### src/rtl/seq_mult64_if.sv
// seq_mult64_if: START/DONE handshake and operand/product bus for seq_mult64.
// The master side (multicycle controller) drives start/a/b.
// The slave side (the multiplier) returns busy/done and the product words.
interface seq_mult64_if #(
    parameter int WIDTH = 64
);
    logic             start;
    logic [WIDTH-1:0] a;
    logic [WIDTH-1:0] b;
    logic             busy;
    logic             done;
    logic [WIDTH-1:0] hi;
    logic [WIDTH-1:0] lo;

    modport master (
        output start, a, b,
        input  busy, done, hi, lo
    );

    modport slave (
        input  start, a, b,
        output busy, done, hi, lo
    );
endinterface

### src/rtl/seq_mult64.sv
// seq_mult64: iterative shift-add multiplier, WIDTH x WIDTH -> 2*WIDTH.
// One multiplier bit is retired per cycle, so the latency is fixed at WIDTH cycles.
// The product is returned as registered HI/LO words that hold until the next completion.
// Optional feature macro SEQ_MULT64_SIGNED_EN: when defined, the operands are treated as
// two's complement. The magnitudes are multiplied and the product is negated at completion.
module seq_mult64 #(
    parameter int WIDTH = 64
) (
    input  logic         clk,
    input  logic         rst,
    seq_mult64_if.slave  bus
);
    typedef enum logic [1:0] {IDLE, RUN, FIN} state_t;

    state_t               state_q, state_d;
    logic [WIDTH-1:0]     mcand_q, mcand_d;
    logic [2*WIDTH-1:0]   acc_q, acc_d;
    logic [6:0]           cnt_q, cnt_d;
    logic [WIDTH-1:0]     hi_q, hi_d;
    logic [WIDTH-1:0]     lo_q, lo_d;

    logic [WIDTH:0]       sum;
    logic [2*WIDTH-1:0]   acc_step;
    logic [2*WIDTH-1:0]   product;
    logic [WIDTH-1:0]     a_op;
    logic [WIDTH-1:0]     b_op;

`ifdef SEQ_MULT64_SIGNED_EN
    logic                 neg_q, neg_d;

    // Convert the operands to magnitudes at capture; the most-negative value maps onto itself as an unsigned 2^(WIDTH-1)
    always_comb begin
        a_op = bus.a[WIDTH-1] ? -bus.a : bus.a;
        b_op = bus.b[WIDTH-1] ? -bus.b : bus.b;
    end
`else
    // Unsigned build: the operands are captured as they arrive
    always_comb begin
        a_op = bus.a;
        b_op = bus.b;
    end
`endif

    // One shift-add step: conditionally add the multiplicand into the upper half, then shift {carry, acc} right
    always_comb begin
        sum      = {1'b0, acc_q[2*WIDTH-1:WIDTH]} + (acc_q[0] ? {1'b0, mcand_q} : '0);
        acc_step = {sum, acc_q[WIDTH-1:1]};
`ifdef SEQ_MULT64_SIGNED_EN
        product  = neg_q ? -acc_step : acc_step;
`else
        product  = acc_step;
`endif
    end

    // Controller: capture in IDLE/FIN, iterate in RUN, retire the product after the last step
    always_comb begin
        state_d = state_q;
        mcand_d = mcand_q;
        acc_d   = acc_q;
        cnt_d   = cnt_q;
        hi_d    = hi_q;
        lo_d    = lo_q;
`ifdef SEQ_MULT64_SIGNED_EN
        neg_d   = neg_q;
`endif
        case (state_q)
            IDLE, FIN: begin
                if (bus.start) begin
                    mcand_d = a_op;
                    acc_d   = {{WIDTH{1'b0}}, b_op};
                    cnt_d   = '0;
`ifdef SEQ_MULT64_SIGNED_EN
                    neg_d   = bus.a[WIDTH-1] ^ bus.b[WIDTH-1];
`endif
                    state_d = RUN;
                end else begin
                    state_d = IDLE;
                end
            end
            RUN: begin
                acc_d = acc_step;
                cnt_d = cnt_q + 7'd1;
                if (cnt_q == 7'(WIDTH-1)) begin
                    hi_d    = product[2*WIDTH-1:WIDTH];
                    lo_d    = product[WIDTH-1:0];
                    state_d = FIN;
                end
            end
            default: state_d = IDLE;
        endcase
    end

    // State and datapath registers; reset abandons any operation in flight and clears the result
    always_ff @(posedge clk) begin
        if (rst) begin
            state_q <= IDLE;
            mcand_q <= '0;
            acc_q   <= '0;
            cnt_q   <= '0;
            hi_q    <= '0;
            lo_q    <= '0;
`ifdef SEQ_MULT64_SIGNED_EN
            neg_q   <= 1'b0;
`endif
        end else begin
            state_q <= state_d;
            mcand_q <= mcand_d;
            acc_q   <= acc_d;
            cnt_q   <= cnt_d;
            hi_q    <= hi_d;
            lo_q    <= lo_d;
`ifdef SEQ_MULT64_SIGNED_EN
            neg_q   <= neg_d;
`endif
        end
    end

    assign bus.busy = (state_q == RUN);
    assign bus.done = (state_q == FIN);
    assign bus.hi   = hi_q;
    assign bus.lo   = lo_q;
endmodule

### src/flat_wrapper.sv
// flat-port wrapper written by rule: the top's interface ports become plain ports
module seq_mult64_flat 
#(
    parameter int WIDTH = 64
)
  (clk, rst, bus_start, bus_a, bus_b, bus_busy, bus_done, bus_hi, bus_lo);
  seq_mult64_if #(.WIDTH(WIDTH)) bus_i ();
  input  logic clk;
  input  logic rst;
  input wire logic [$bits(bus_i.start)-1:0] bus_start;
  input wire logic [$bits(bus_i.a)-1:0] bus_a;
  input wire logic [$bits(bus_i.b)-1:0] bus_b;
  output wire logic [$bits(bus_i.busy)-1:0] bus_busy;
  output wire logic [$bits(bus_i.done)-1:0] bus_done;
  output wire logic [$bits(bus_i.hi)-1:0] bus_hi;
  output wire logic [$bits(bus_i.lo)-1:0] bus_lo;
  assign bus_i.start = bus_start;
  assign bus_i.a = bus_a;
  assign bus_i.b = bus_b;
  assign bus_busy = bus_i.busy;
  assign bus_done = bus_i.done;
  assign bus_hi = bus_i.hi;
  assign bus_lo = bus_i.lo;
  seq_mult64 #(.WIDTH(WIDTH)) u_core (.clk(clk), .rst(rst), .bus(bus_i));
endmodule
### config.mk
export PLATFORM = sky130hd
export DESIGN_NAME = seq_mult64_flat
export DESIGN_NICKNAME = d
export VERILOG_FILES = /design/src/rtl/seq_mult64_if.sv /design/src/rtl/seq_mult64.sv /design/src/flat_wrapper.sv
export SDC_FILE = /design/constraint.sdc
export NUM_CORES = 1
export LEC_CHECK = 0
export BUFFER_PORTS_ARGS = -buffer_cell sky130_fd_sc_hd__buf_2
export CELL_PAD_IN_SITES_DETAIL_PLACEMENT = 0
export CELL_PAD_IN_SITES_GLOBAL_PLACEMENT = 1
export CORE_UTILIZATION = 42
export CTS_CLUSTER_SIZE = 10
export DETAILED_ROUTE_END_ITERATION = 10
export HOLD_SLACK_MARGIN = 0.08
export PLACE_DENSITY_LB_ADDON = 0.1
export SYNTH_ARGS = -nofsm -noshare
export SYNTH_HDL_FRONTEND = slang
export SYNTH_SLANG_ARGS = --single-unit
### constraint.sdc
create_clock -name clk -period 4.97 [get_ports clk]
set_clock_uncertainty 0.1 [all_clocks]
set_input_delay 0 -clock clk [delete_from_list [all_inputs] [get_ports clk]]
set_output_delay 0 -clock clk [all_outputs]
set_load 0.01 [all_outputs]
After elaboration in Yosys (flattened, before gate mapping)
Index checks and enable logic that the tools add are counted.

Register bits: 329. Logic and storage cells: 27.

Reduce and logical (&&, ||, !) cells: 6. $add $sub $neg: 2. Equality and inequality tests: 5. Multiplexer cells: 8.

Operator list (count): case mux 128 bit (2 select lines) (1); 2-to-1 mux 128 bit (1); adder 64 x 65 -> 65 bit (1); 2-to-1 mux 64 bit (1); case mux 7 bit (2 select lines) (1); adder 7 x 1 -> 7 bit, second input constant (1); == test 7 x 6 -> 1 bit, second input constant (1); 2-to-1 mux 7 bit (1); AND reduction 2 bit (3); case mux 2 bit (2 select lines) (1); == test 2 x 1 -> 1 bit, second input constant (1); == test 2 bit, second input constant (1); logical NOT 2 bit (1); 2-to-1 mux 2 bit (1); != test 2 x 1 -> 1 bit, second input constant (1); != test 2 bit, second input constant (1); nonzero test 2 bit (1); OR reduction 2 bit (1); 2-to-1 mux 1 bit (1).

Depth between registers and ports, before layout
Depth after elaboration: 4. Gate-level depth with buffers: 15.

Worst setup path after synthesis
No wires, ideal clock.

Kind: flip-flop to flip-flop. Start: reg u_core.acc_q[0]. End: reg u_core.acc_q[117]. Stages on the path, launching flop included: 16. Clock period less this slack: 3.537 ns. Data arrival time: 3.309 ns. Slack: 1.433 ns. Required time: 4.742 ns. Setup time: 0.128 ns. Path through: dfxtp_1 > clkbuf_1 > clkbuf_1 > and2_1 > ha_1 > fa_1 > a21o_1 > a311o_1 > a21oi_1 > o211ai_2 > a41o_1 > a21oi_2 > o21ai_2 > a21oi_1 > xor2_1 > o21ai_0.

Word-level cells in the longest chain between the ends: 3.

Ends and longest elaborated chain: start, declared (line seq_mult64.sv:17) `logic [2*WIDTH-1:0] acc_q, acc_d;`; start signal, assigned (line seq_mult64.sv:98) `acc_q <= '0;`; start signal, assigned (line seq_mult64.sv:108) `acc_q <= acc_d;`; 2-to-1 mux 64 bit (line seq_mult64.sv:46) `sum = {1'b0, acc_q[2*WIDTH-1:WIDTH]} + (acc_q[0] ? {1'b0, mcand_q} : '0);`; adder 64 x 65 -> 65 bit (line seq_mult64.sv:46); case mux 128 bit (2 select lines) (line seq_mult64.sv:66) `case (state_q)`.

No other way between the ends. A chain may end at the register's enable or synchronous reset.

Final worst setup path
Start: reg u_core.acc_q[0]. End: reg u_core.hi_q[55], in the netlist u_core.bus.hi[55].

Word-level cells in the longest chain between the ends: 2.

Ends and longest elaborated chain: 2-to-1 mux 64 bit (line seq_mult64.sv:46); adder 64 x 65 -> 65 bit (line seq_mult64.sv:46); end signal, assigned (line seq_mult64.sv:110) `hi_q <= hi_d;`; end, declared (line seq_mult64.sv:19) `logic [WIDTH-1:0] hi_q, hi_d;`.

No other way between the ends.

==> flow_metrics.py <==
metrics = {
    "worst_hold_path": {
        "hp-start": "bus_a[13]",
        "min_to": "u_core.mcand_q[13]",
        "hold_class": "in -> reg",
        "hold_path_depth": 4,
    },
    "floorplanning": {
        "ios": 261,
        "die_width_um": 195.2,
        "core_mm2": 0.03670,
        "dieArea_mm2": 0.03810,
        "start_util_pct": 42.71,
        "rows": 70,
        "die_h_um": 195.2,
    },
    "power_and_ir_drop": {
        "switching_share_pct": 24.50,
        "clkPwrFrac_pct": 45.0,
        "p_leak_nw": 8.592,
        "combPwrFrac_pct": 8.8,
        "ir_drop_mv": 0.2338,
        "switchingPower_mw": 1.466,
        "intPower_mw": 4.518,
        "seq_power_share_pct": 46.2,
        "power_density_mw_per_mm2": 290.7,
    },
    "routing": {
        "drc": 0,
        "viasPerCell": 5.338,
        "firstDrtPassIters": 5,
        "via_count": 15400,
        "routed_wirelength_um": 48110,
        "ant_nets": 0,
        "drt_iter0_markers": 958,
        "wl_per_cell_um": 16.67,
    },
    "layout": {
        "multiInputGateArea_mm2": 0.008541,
        "nets": 2599,
        "area_growth_pct": 31.30,
        "drive_gt1_share_pct": 14.32,
        "seq_area_mm2": 0.006586,
        "finalNonFillerCells": 2885,
        "fillers": 3503,
    },
    "placement": {
        "dp_hpwl_um": 31250,
        "dpl_worst_slack_ns": 0.7434,
        "port_buffers": 260,
        "place_inst": 2607,
        "gp_congestion": 0.8989,
    },
    "global_route": {
        "grt_pass1_vias": 15070,
        "antenna_found_initial": 1,
        "grt_max_degree": 120,
        "grtUsageTotal_pct": 25.05,
        "gr-total-overflow": 0,
        "grt_pass1_wl_um": 78240,
    },
    "timing": {
        "worst_pin_slew_ns": 1.144,
        "fin_crit_sh_pct": 84.78,
        "hold_violations": 0,
        "fin_ws_ns": 0.7565,
        "finalSetupTns_ns": 0,
        "period_needed_ns": 4.213,
        "clock.fmax_ghz": 0.2373,
        "timing.slew.headroom_pct": 23.70,
        "setup_viol_count_final": 0,
        "grt_setup_unrepaired": "no",
        "slew_viol_final": 0,
        "holdWs_ns": 0.1203,
    },
    "clock_network": {
        "insertion_delay_ns": 0.57,
        "ctsHtreeMaxLevel": 2,
        "cts_tree": "built",
        "root_buffer": "clkbuf_16",
        "cts_hold_buf": 221,
        "cts_resized": 0,
        "cts_setup_buffers": 0,
        "path_clk_slew_ns": 0.05,
        "clock-sinks": 329,
        "cts_buffers": 40,
        "clock_path_buffers": 3,
    },
    "setup_path": {
        "reg2reg_depth": 13,
        "crit_required_ns": 5.34,
        "critical_path_class": "reg -> reg",
        "r2r_start": "u_core.acc_q[0]",
        "crit_fanout": 26,
        "crit_path_start_kind": "flop",
        "worstPathArrival_ns": 4.58,
        "worstReg2RegEnd": "u_core.bus.hi[55]",
        "critPathCaptureType": "flop",
        "ff2ff_setup_slack_ns": 0.76,
    },
    "logic_synthesis": {
        "synthTopCellsByArea": "dfxtp_1 (42%), nand2_1 (12%), a21oi_1 (11%)",
        "synth.avg_cell_area_um2": 7.830,
        "ys_ff_latch": 329,
        "netlist-cell-type-count": 67,
        "synthFlopType": "dfxtp_1",
        "yosysWarnings": 0,
        "async_reset_ff_share_pct": 0,
        "syn_area_mm2": 0.01568,
        "ys_top_cells_by_count": "nand2_1 (492), a21oi_1 (330), dfxtp_1 (329)",
        "yosysMostFrequentCell": "nand2_1",
        "synth_edf_count": 0,
        "synth_top_cell_by_area": "dfxtp_1",
        "synth_nets": 2199,
        "syn_inst": 2002,
        "ys_seq_area_share_pct": 42.02,
        "netlist.area_leader.share_pct": 42.02,
    },
    "status": {
        "status": "completed",
    },
    "run": {
        "drv_cap": 0,
    },
}
[state kept, by name, indices dropped and copies added, names as in the netlist]
name / flops
u_core.acc_q: 128
u_core.cnt_q: 7
u_core.bus.hi: 64
u_core.bus.lo: 64
u_core.mcand_q: 64
u_core.state_q: 2
[through the flow]
| stage | power [mW] | area [µm²] | util (%) |
|---|---|---|---|
| 5_1_grt | 6.213 | 20580 | 56.08 |
| 3_3_place_gp | 3.196 | 17210 | 46.91 |
| 2_1_floorplan | 3.052 | 15680 | - |
| 3_5_place_dp | 3.201 | 17210 | 46.91 |
| 4_1_cts | 6.056 | 20580 | 56.08 |
| 6_report | 5.984 | 20580 | 56.08 |
[how the worst max path moves through the flow]
stage	startpoint	to	slack [ns]	depth (start not counted)
after detailed placement	u_core.acc_q[0]	u_core.bus.hi[60]	0.74	12
after floorplan	u_core.acc_q[0]	u_core.acc_q[117]	1.43	15
after CTS	u_core.acc_q[0]	u_core.bus.hi[60]	0.72	12
after global placement	u_core.acc_q[0]	u_core.bus.hi[62]	0.90	11
after global routing	u_core.acc_q[0]	u_core.bus.hi[62]	0.38	13
final	u_core.acc_q[0]	u_core.bus.hi[55]	0.76	13
[per-layer routing]
metal  wire [µm]  vias to the layer above  GRT usage (%)
met5           0                        -              0
met4        1076                        0          8.107
met3        2950                       62          5.509
met2       21240                      387          39.42
met1       22840                     7212          33.96
li1            -                     7740              -
[layout by cell type, fill, tap and decap left out, types with 5 or more instances in the layout]
cell type and instances:
nor3_1 13, a21boi_0 6, and3_1 8, ha_1 65
o211ai_1 6, o21a_1 7, buf_2 259, nand2b_1 7
a21oi_1 330, nor2_1 89, dlygate4sd3_1 221, nand2_1 492
clkbuf_1 8, xnor2_1 38, inv_1 20, a22o_1 23
o21bai_1 17, nand3_1 26, and2_1 74, a22oi_1 93
buf_4 12, a211oi_1 10, nand4_1 19, a21o_1 27
a31oi_1 5, dfxtp_1 329, o21ai_0 56, clkbuf_16 40
xor2_1 21
[worst max-delay path: stages, from the launching register on]
cell	delay, ns
dfxtp_1	0.89
buf_4	0.35
and2_1	0.15
ha_1	0.29
a21oi_1	0.26
o21a_1	0.19
o311ai_1	0.15
a2bb2oi_1	0.36
a21oi_2	0.12
o31a_2	0.44
a31o_2	0.26
xnor2_1	0.27
nand2_1	0.10
a21oi_1	0.15
[power groups by stage]
stage               registers, mW  logic [mW]  clock network [mW]
detailed placement           2.82       0.381                   0
floorplan                    2.80       0.253                   0
finish                       2.77       0.527                2.69
CTS                          2.76       0.525                2.77
global placement             2.82       0.375                   0
global route                 2.77       0.582                2.86
[layout make-up]
class / instances / area share [%]
Antenna cell: 1 / 0.01216
Inverter: 21 / 0.3891
Clock inverter: 5 / 0.3891
Tap cell: 468 / 2.845
Timing Repair Buffer: 494 / 17.65
Multi-Input combinational cell: 1516 / 41.50
Clock buffer: 51 / 5.210
Sequential cell: 329 / 32.00
[cells by family (layout without fill, tap and decap cells)]
logic type | after synthesis | after routing | share of synthesized area [%]
AO/OA/AOI/OAI | 623 | 623 | 24.25
XOR/XNOR | 59 | 59 | 3.297
adder cells (fa/ha/maj) | 66 | 66 | 5.316
buffers and inverters | 157 | 571 | 3.799
flip-flops | 329 | 329 | 42.02
multiplexers | 3 | 3 | 0.1916
other | 0 | 1 | 0
AND/OR/NAND/NOR | 765 | 765 | 21.13
(Power assumes the default switching activity.)
